## src/rtl/mac_pkg.sv

```systemverilog
// mac_pkg: shared widths, default sizes and saturation limits for the MAC datapath
package mac_pkg;
  localparam int DEF_NUM_LANES = 2;
  localparam int DEF_DATA_W = 8;
  localparam int DEF_ACC_W = 32;
  function automatic int sum_w(input int data_w, input int lanes);
    return 2 * data_w + $clog2(lanes);
  endfunction
  function automatic logic signed [63:0] sat_max(input int w);
    return (64'sd1 <<< (w - 1)) - 64'sd1;
  endfunction
  function automatic logic signed [63:0] sat_min(input int w);
    return -(64'sd1 <<< (w - 1));
  endfunction
endpackage

```

## src/rtl/mac_adder_tree.sv

```systemverilog
// mac_adder_tree: registered signed reduction of per-lane products into one lane sum
module mac_adder_tree
  import mac_pkg::*;
#(
  parameter int NUM_LANES = DEF_NUM_LANES,
  parameter int PW = 2 * DEF_DATA_W,
  parameter int SW = sum_w(DEF_DATA_W, DEF_NUM_LANES)
) (
  input  logic                    clock,
  input  logic                    reset,
  input  logic                    en,
  input  logic [NUM_LANES*PW-1:0] prods,
  output logic signed [SW-1:0]    sum
);
  logic signed [SW-1:0] sum_c;
  // sign-extend every product to the sum width before adding so the total never overflows
  always_comb begin
    sum_c = '0;
    for (int i = 0; i < NUM_LANES; i++) sum_c = sum_c + SW'($signed(prods[i*PW +: PW]));
  end
  // lane sum register, frozen together with the rest of the pipeline
  always_ff @(posedge clock or posedge reset)
    if (reset) sum <= '0;
    else if (en) sum <= sum_c;
endmodule

```

## src/rtl/mac_nbit_xn_acc.sv

```systemverilog
// mac_nbit_xn_acc: multi-lane signed dot-product accumulator; MAC_ACC_SATURATE_EN selects saturating accumulation with osat
module mac_nbit_xn_acc
  import mac_pkg::*;
#(
  parameter int NUM_LANES = DEF_NUM_LANES,
  parameter int DATA_W = DEF_DATA_W,
  parameter int ACC_W = DEF_ACC_W
) (
  input  logic                          clock,
  input  logic                          reset,
  input  logic                          ivalid,
  output logic                          iready,
  input  logic                          ilast,
  input  logic [NUM_LANES*DATA_W-1:0]   dataa,
  input  logic [NUM_LANES*DATA_W-1:0]   datab,
  output logic                          ovalid,
  input  logic                          oready,
  output logic signed [ACC_W-1:0]       result
`ifdef MAC_ACC_SATURATE_EN
  , output logic                        osat
`endif
);
  localparam int PW = 2 * DATA_W;
  localparam int SW = sum_w(DATA_W, NUM_LANES);
  if (ACC_W < SW || ACC_W > 64 || NUM_LANES < 1 || NUM_LANES > 16) begin : g_bad_cfg
    $error("mac_nbit_xn_acc: ACC_W must cover 2*DATA_W+clog2(NUM_LANES), be <= 64, and NUM_LANES must be 1..16");
  end
  logic                    en, v1, l1, v2, l2, first;
  logic [NUM_LANES*PW-1:0] prod_c, prod;
  logic signed [SW-1:0]    sum;
  logic signed [ACC_W-1:0] acc, ext, nxt;
  assign iready = !(ovalid && !oready);
  assign en = iready;
  assign ext = ACC_W'(sum);
  // per-lane full-precision signed products
  always_comb begin
    prod_c = '0;
    for (int i = 0; i < NUM_LANES; i++)
      prod_c[i*PW +: PW] = PW'($signed(dataa[i*DATA_W +: DATA_W])) * PW'($signed(datab[i*DATA_W +: DATA_W]));
  end
  // S1: product registers plus beat valid/last tags
  always_ff @(posedge clock or posedge reset)
    if (reset) begin
      v1 <= 1'b0;
      l1 <= 1'b0;
      prod <= '0;
    end else if (en) begin
      v1 <= ivalid;
      l1 <= ivalid && ilast;
      prod <= prod_c;
    end
  mac_adder_tree #(.NUM_LANES(NUM_LANES), .PW(PW), .SW(SW)) u_tree (
    .clock(clock),
    .reset(reset),
    .en(en),
    .prods(prod),
    .sum(sum)
  );
  // S2: tags travelling alongside the registered lane sum
  always_ff @(posedge clock or posedge reset)
    if (reset) begin
      v2 <= 1'b0;
      l2 <= 1'b0;
    end else if (en) begin
      v2 <= v1;
      l2 <= l1;
    end
`ifdef MAC_ACC_SATURATE_EN
  localparam logic signed [ACC_W-1:0] ACC_MAX = ACC_W'(sat_max(ACC_W));
  localparam logic signed [ACC_W-1:0] ACC_MIN = ACC_W'(sat_min(ACC_W));
  logic signed [ACC_W:0] wide;
  logic ovf, sat_acc, sat_nxt;
  // one guard bit exposes signed overflow; clamp toward the sign of the true sum
  always_comb begin
    wide = {acc[ACC_W-1], acc} + {ext[ACC_W-1], ext};
    ovf = wide[ACC_W] != wide[ACC_W-1];
    nxt = first ? ext : ovf ? (wide[ACC_W] ? ACC_MIN : ACC_MAX) : wide[ACC_W-1:0];
    sat_nxt = !first && (sat_acc || ovf);
  end
  // sticky saturation flag for the burst and its copy presented with the result
  always_ff @(posedge clock or posedge reset)
    if (reset) begin
      sat_acc <= 1'b0;
      osat <= 1'b0;
    end else if (en && v2) begin
      sat_acc <= sat_nxt;
      if (l2) osat <= sat_nxt;
    end
`else
  assign nxt = first ? ext : acc + ext;
`endif
  // S3: accumulate valid beats, publish the total on the closing beat
  always_ff @(posedge clock or posedge reset)
    if (reset) begin
      acc <= '0;
      result <= '0;
      ovalid <= 1'b0;
      first <= 1'b1;
    end else if (en) begin
      ovalid <= v2 && l2;
      if (v2) begin
        acc <= nxt;
        first <= l2;
        if (l2) result <= nxt;
      end
    end
endmodule

```

## config.mk

```make
export PLATFORM = sky130hd
export DESIGN_NAME = mac_nbit_xn_acc
export DESIGN_NICKNAME = d
export VERILOG_FILES = /design/src/rtl/mac_pkg.sv /design/src/rtl/mac_adder_tree.sv /design/src/rtl/mac_nbit_xn_acc.sv
export SDC_FILE = /design/constraint.sdc
export NUM_CORES = 1
export LEC_CHECK = 0
export ABC_AREA = 1
export BUFFER_PORTS_ARGS = -buffer_cell sky130_fd_sc_hd__buf_2
export CAP_MARGIN = 10
export CELL_PAD_IN_SITES_DETAIL_PLACEMENT = 0
export CELL_PAD_IN_SITES_GLOBAL_PLACEMENT = 1
export CORE_MARGIN = 1
export CORE_UTILIZATION = 30
export DETAILED_ROUTE_END_ITERATION = 12
export PLACE_DENSITY_LB_ADDON = 0.1
export RECOVER_POWER = 100
export SYNTH_ARGS = -nofsm -noshare
export SYNTH_HDL_FRONTEND = slang
export SYNTH_SLANG_ARGS = --single-unit
```

## constraint.sdc

```tcl
create_clock -name clock -period 4.8 [get_ports clock]
set_input_delay 0.48 -clock clock [delete_from_list [all_inputs] [get_ports clock]]
set_output_delay 0.48 -clock clock [all_outputs]
set_load 0.01 [all_outputs]
```

Word-level counts from Yosys, hierarchy flattened

Index checks and enable logic that the tools add are counted.

Register bits: 119
Input port bits: 37
Output and inout port bits: 34

Add/sub/neg operators: 2
Multipliers: 2
Mux-type cells: 1
Bitwise logic cells: 1
Reduce and logical (&&, ||, !) cells: 7

Operator list:

| cell                       | number |
|---|---|
| adder 32 x 17 -> 32 bit    | 1 |
| multiplier 8 x 8 -> 16 bit | 2 |
| two-way mux 32 bit         | 1 |
| adder 16 x 16 -> 17 bit    | 1 |
| logical AND 1 bit          | 3 |
| AND reduction 3 bit        | 1 |
| logical NOT 1 bit          | 2 |
| AND reduction 2 bit        | 1 |
| inverter 1 bit             | 1 |

Logic depth before layout (Yosys ltp)

Depth in word-level cells: 4
Mapped depth: 22
Depth with buffers taken out: 21

Hierarchy

A second synthesis with hierarchy kept.

Cell total of the unflattened synthesis: 1926
Area, all modules: 13301.5 µm²

By module, submodules not included:

| module          | times used | cells an instance | area each (µm²) | seq. area each (µm²) |
|---|---|---|---|---|
| mac_nbit_xn_acc | 1          | 1664              | 11626.2         | 2553.7 |
| mac_adder_tree  | 1          | 262               | 1675.4          | 425.4 |

Worst setup path before layout

OpenSTA, ideal clock, no wires.

Path kind: input to register
Start: in dataa[7]
End: reg prod[15]
Arrival: 4328 ps
Required time: 4682 ps
Slack: 354 ps
Stages on the path: 19
Path buffers: 1
Path through: clkbuf_1 -> nand2_1 -> inv_1 -> fa_1 -> inv_1 -> fa_1 -> inv_1 -> fa_1 -> inv_1 -> fa_1 -> inv_1 -> ha_1 -> nand2_1 -> nor3_1 -> nand3_1 -> and3_1 -> nand3b_1 -> nand3_1 -> nand2_1

Longest elaborated chain between the ends: 1

Ends and longest elaborated chain:

| item                       | line                  | source |
|---|---|---|
| from (decl)                | mac_nbit_xn_acc.sv:14 | `input logic [NUM_LANES*DATA_W-1:0] dataa,` |
| multiplier 8 x 8 -> 16 bit | mac_nbit_xn_acc.sv:39 | `prod_c[i*PW +: PW] = PW'($signed(dataa[i*DATA_W +: DATA_W])) * PW'($signed(datab[i*DATA_W +: DATA_W]));` |
| to (signal assigned)       | mac_nbit_xn_acc.sv:50 | `prod <= prod_c;` |
| to (decl)                  | mac_nbit_xn_acc.sv:29 | `logic [NUM_LANES*PW-1:0] prod_c, prod;` |

No other way between the ends.
A chain may end at the register's enable or synchronous reset.

Final worst setup path

Start: in datab[10]
End: reg prod[29]

Longest elaborated chain between the ends: 1

Ends and longest elaborated chain:

| item                       | line                  | source |
|---|---|---|
| from (decl)                | mac_nbit_xn_acc.sv:15 | `input logic [NUM_LANES*DATA_W-1:0] datab,` |
| multiplier 8 x 8 -> 16 bit | mac_nbit_xn_acc.sv:39 |  |

No other way between the ends.

==> run_results.csv <==
group,metric,value,unit
status,status,"finished with violations",
status,violations,"capacitance limit, slew limit",
logic_synthesis,synth_top_family_by_area,"simple AND/OR/NAND/NOR gates",
sta,fin_crit,4.28,ns
power,switching_share,52.4,%
sta,finClkSkew,0.00808,ns
logic_synthesis,synth_mux_area_share,0.0859,%
detailed_routing,vias,11034,
logic_synthesis,yosysUniqueCellTypes,48,
clock_network,holdBufCountCts,0,
critical_path,reg2reg_setup_slack,1.05,ns
clock_network,clock_sinks,119,
detailed_routing,drt_first_pass_iters,5,
power,power_switching,5.62,mW
critical_path,reg2reg_to,"result[2]",
clock_network,cts_tree,"built",
power,seq_power_share,17.5,%
job,cap_viol_max_count,3,
critical_path,crit_fanout,8,
detailed_routing,drc,0,
logic_synthesis,synth_ff_type,"dfrtp_1",
logic_synthesis,synth_compound_area_share,7.16,%
floorplan,die_w,211,um
sta,hold_viol,0,
min_path,hold_depth,3,
critical_path,crit_type,"input pin to flop",
clock_network,cts_inserted_buffers,17,
clock_network,cts_buffer_depth,2,
placement,port_buffers,70,
clock_network,cts-htree-levels,4,
layout,nets,2168,
logic_synthesis,yosys.area_share.simple,28.4,%
sta,fin_crit_sh,89.2,%
sta,finalSetupViolCount,0,
global_routing,grt_overflow,0,
logic_synthesis,ys_seq_area_share,22.7,%
power,internal_power,5.12,mW
power,power_frac_comb,69.0,%
sta,setup-tns-final,0,ns
placement,dp_hpwl,28.3,mm
logic_synthesis,avgSynthCellArea,7.00,um^2
detailed_routing,viasPerCell,4.39,
layout,drive_gt1_share,6.85,%
floorplan,fp-row-count,76,
detailed_routing,wl_per_cell,14.1,um
layout,finalInstanceArea,14600,um^2
sta,slew_headroom,-136,%
logic_synthesis,synth_fp_nets,2128,
clock_network,cts_setup_buffers,0,
critical_path,end_kind,"flop",
floorplan,start_util,30.4,%
global_routing,grt_pass1_wl,59.2,mm
min_path,hp-class,"input pin to flop",
sta,fmax,0.234,GHz
clock_network,cts_resized,0,
floorplan,die_area,44600,um^2
global_routing,antenna_found_initial,0,
logic_synthesis,async_reset_ff_share,100,%
power,power,10.7,mW
logic_synthesis,netlist_area,13100,um^2
placement,postPlaceCellArea,14000,um^2
clock_network,cts_root_buf,"clkbuf_16",
logic_synthesis,synthXorXnorAreaFrac,1.20,%
sta,layout_setup_ws,0.519,ns
layout,regArea,2980,um^2
floorplan,core,43100,um^2
logic_synthesis,synth_fa_ha_area_share,27.1,%
global_routing,grt_usage,16.9,%
power,power_density,734,nW/um^2
logic_synthesis,ys_ff_latch,119,
floorplan,io_pins,71,
logic_synthesis,synth_top_area_share,22.5,%
detailed_routing,drt-initial-drc-count,498,
critical_path,crit_path_start_kind,"input pin",
detailed_routing,wl,35.4,mm
sta,final_max_slew_viol_count,167,
layout,multiInputGateArea,8390,um^2
power,ir_worst_vdd,306,uV
logic_synthesis,synthCells,1874,
power,pwr-share-clk,13.5,%
placement,pre_cts_ws,0.142,ns
min_path,hold_end,"l1",
logic_synthesis,yosys_warnings,0,
sta,tightest_slew,3.53,ns
detailed_routing,antenna_left,0,
critical_path,cp.required,5.17,ns
layout,finalNonFillerCells,2512,
global_routing,grt_max_degree,88,
global_routing,grt_pass1_vias,11514,
logic_synthesis,synth_area_leaders,"dfrtp_1, nand2_1, fa_1, inv_1, ha_1",
placement,place_congestion,0.841,
power,p_leak,8.33,nW
min_path,hp-start,"ilast",
critical_path,arrival,4.65,ns
floorplan,chipHeight,211,um
sta,rsz0062_at_grt,"false",
clock_network,clkTransAtPathRegs,0.06,ns
layout,syn_to_final_growth,11.5,%
logic_synthesis,synth_edf_count,0,
placement,dp_cells,2480,
clock_network,insertion_delay,0.44,ns
layout,diodes,0,
logic_synthesis,yosysTopAreaCell,"dfrtp_1",
critical_path,r2r-start,"ovalid",
critical_path,rr_worst_depth,9,
layout,fillers,4738,
area by class of cell:
| cell class | instances | area share [%] |
|---|---|---|
| multi-input combinational | 1296 | 57.4 |
| clock inverter | 14 | 1.51 |
| timing repair buffer | 79 | 2.43 |
| sequential | 119 | 20.4 |
| tap | 585 | 5.01 |
| inverter | 401 | 10.3 |
| clock buffer | 18 | 3.00 |
worst max path at each step:
stage,startpoint,endpoint,depth (start not counted)
floorplan,dataa[7],prod[15],19
global placement,dataa[7],prod[15],19
detailed placement,dataa[7],prod[15],19
CTS,dataa[7],prod[15],19
global route,datab[10],prod[31],17
finish,datab[10],prod[29],18
logic make-up (layout without fill, tap and decap cells):
group | count (synthesis) | count (layout)
DFF | 119 | 119
xor gates and xnor gates | 18 | 18
AOI/OAI and AO/OA | 166 | 166
adders and majority gates | 217 | 217
muxes | 1 | 1
buffers and inverters | 459 | 512
and+or+nand+nor | 894 | 894
metal layers:
layer / routed length (um) / GRT usage [%] / part of all wire, % / up-vias
li1: - / - / - / 5748
met1: 16400 / 21.4 / 46 / 5158
met2: 17800 / 30.4 / 50 / 99
met3: 544 / 1.75 / 1.5 / 29
met4: 580 / 4.57 / 1.6 / 0
met5: 0 / 0 / 0 / -
through the flow:
step / hold slack, ns / util [%]
CTS: 0.238 / 34.1
global route: 0.299 / 33.9
finish: 0.307 / 33.9
detailed placement: 0.455 / 32.6
global placement: 0.458 / 32.6
floorplan: 0.453 / -
registers in the layout (all words and copies together), names as in the netlist:
signal / count
acc: 32
first: 1
l1: 1
l2: 1
ovalid: 1
prod: 32
result: 32
u_tree.sum: 17
v1: 1
v2: 1
layout by cell type, fill, tap and decap left out, types with 4 or more instances in the layout:
cell       Yosys  final
a21o_1         6      6
a21oi_1       54     54
a21oi_2        4      4
a31oi_1       23     23
buf_2         12     32
buf_4          1      4
bufinv_16      0      5
clkbuf_1      43     40
clkbuf_16      0     17
dfrtp_1      118    118
fa_1         112    112
ha_1         105    105
inv_1        390    392
inv_2         10      7
nand2_1      623    624
nand2_2       23     22
nand3_1       85     85
nand3b_1       9      9
nand4_1        9      9
nor2_1       100    101
nor2_4         5      5
nor3_1         7      7
o21ai_0       49     55
o21ai_1       10      4
o22ai_1        5      5
o31ai_1        4      4
or2_1          8      7
or2_2         11     11
xnor2_1        9      9
xor2_1         9      9
Yosys cell counts, types with 2 or more instances:
library cell	instances
buf_2	12
nor2_2	4
and2_1	2
fa_1	112
nand2_1	623
inv_1	390
inv_2	10
nand3b_1	9
clkbuf_1	43
a21o_1	6
dfrtp_1	118
xor2_1	9
or2_2	11
a31oi_1	23
a21oi_1	54
ha_1	105
xnor2_1	9
nand2_2	23
o21bai_1	3
o21ai_1	10
nor3_2	2
and3_1	2
o21ai_0	49
nor2_4	5
nand4_1	9
a21oi_2	4
or2_1	8
nand3_1	85
o22ai_1	5
o21ai_2	2
buf_1	2
o31ai_1	4
nor3_1	7
nor2_1	100
power by group through the flow:
stage	Clock, mW	Combinational [mW]	Sequential (mW)
floorplan	0	5.69	1.81
detailed placement	0	7.60	1.89
CTS	1.50	7.63	1.88
finish	1.45	7.41	1.87
global placement	0	7.58	1.89
global route	1.54	8.71	1.94
worst max-delay path, stage by stage:
cell,delay [ns]
clkbuf_1,0.34
nand2_1,0.14
fa_1,0.55
inv_1,0.05
fa_1,0.49
fa_1,0.49
inv_1,0.04
fa_1,0.47
inv_1,0.04
ha_1,0.33
a21oi_1,0.19
a21boi_0,0.31
o21ai_0,0.22
a21oi_1,0.23
inv_1,0.06
nand2_1,0.05
nand3_1,0.07
nand2_1,0.08
No activity file was read; power rests on OpenSTA's default activity.
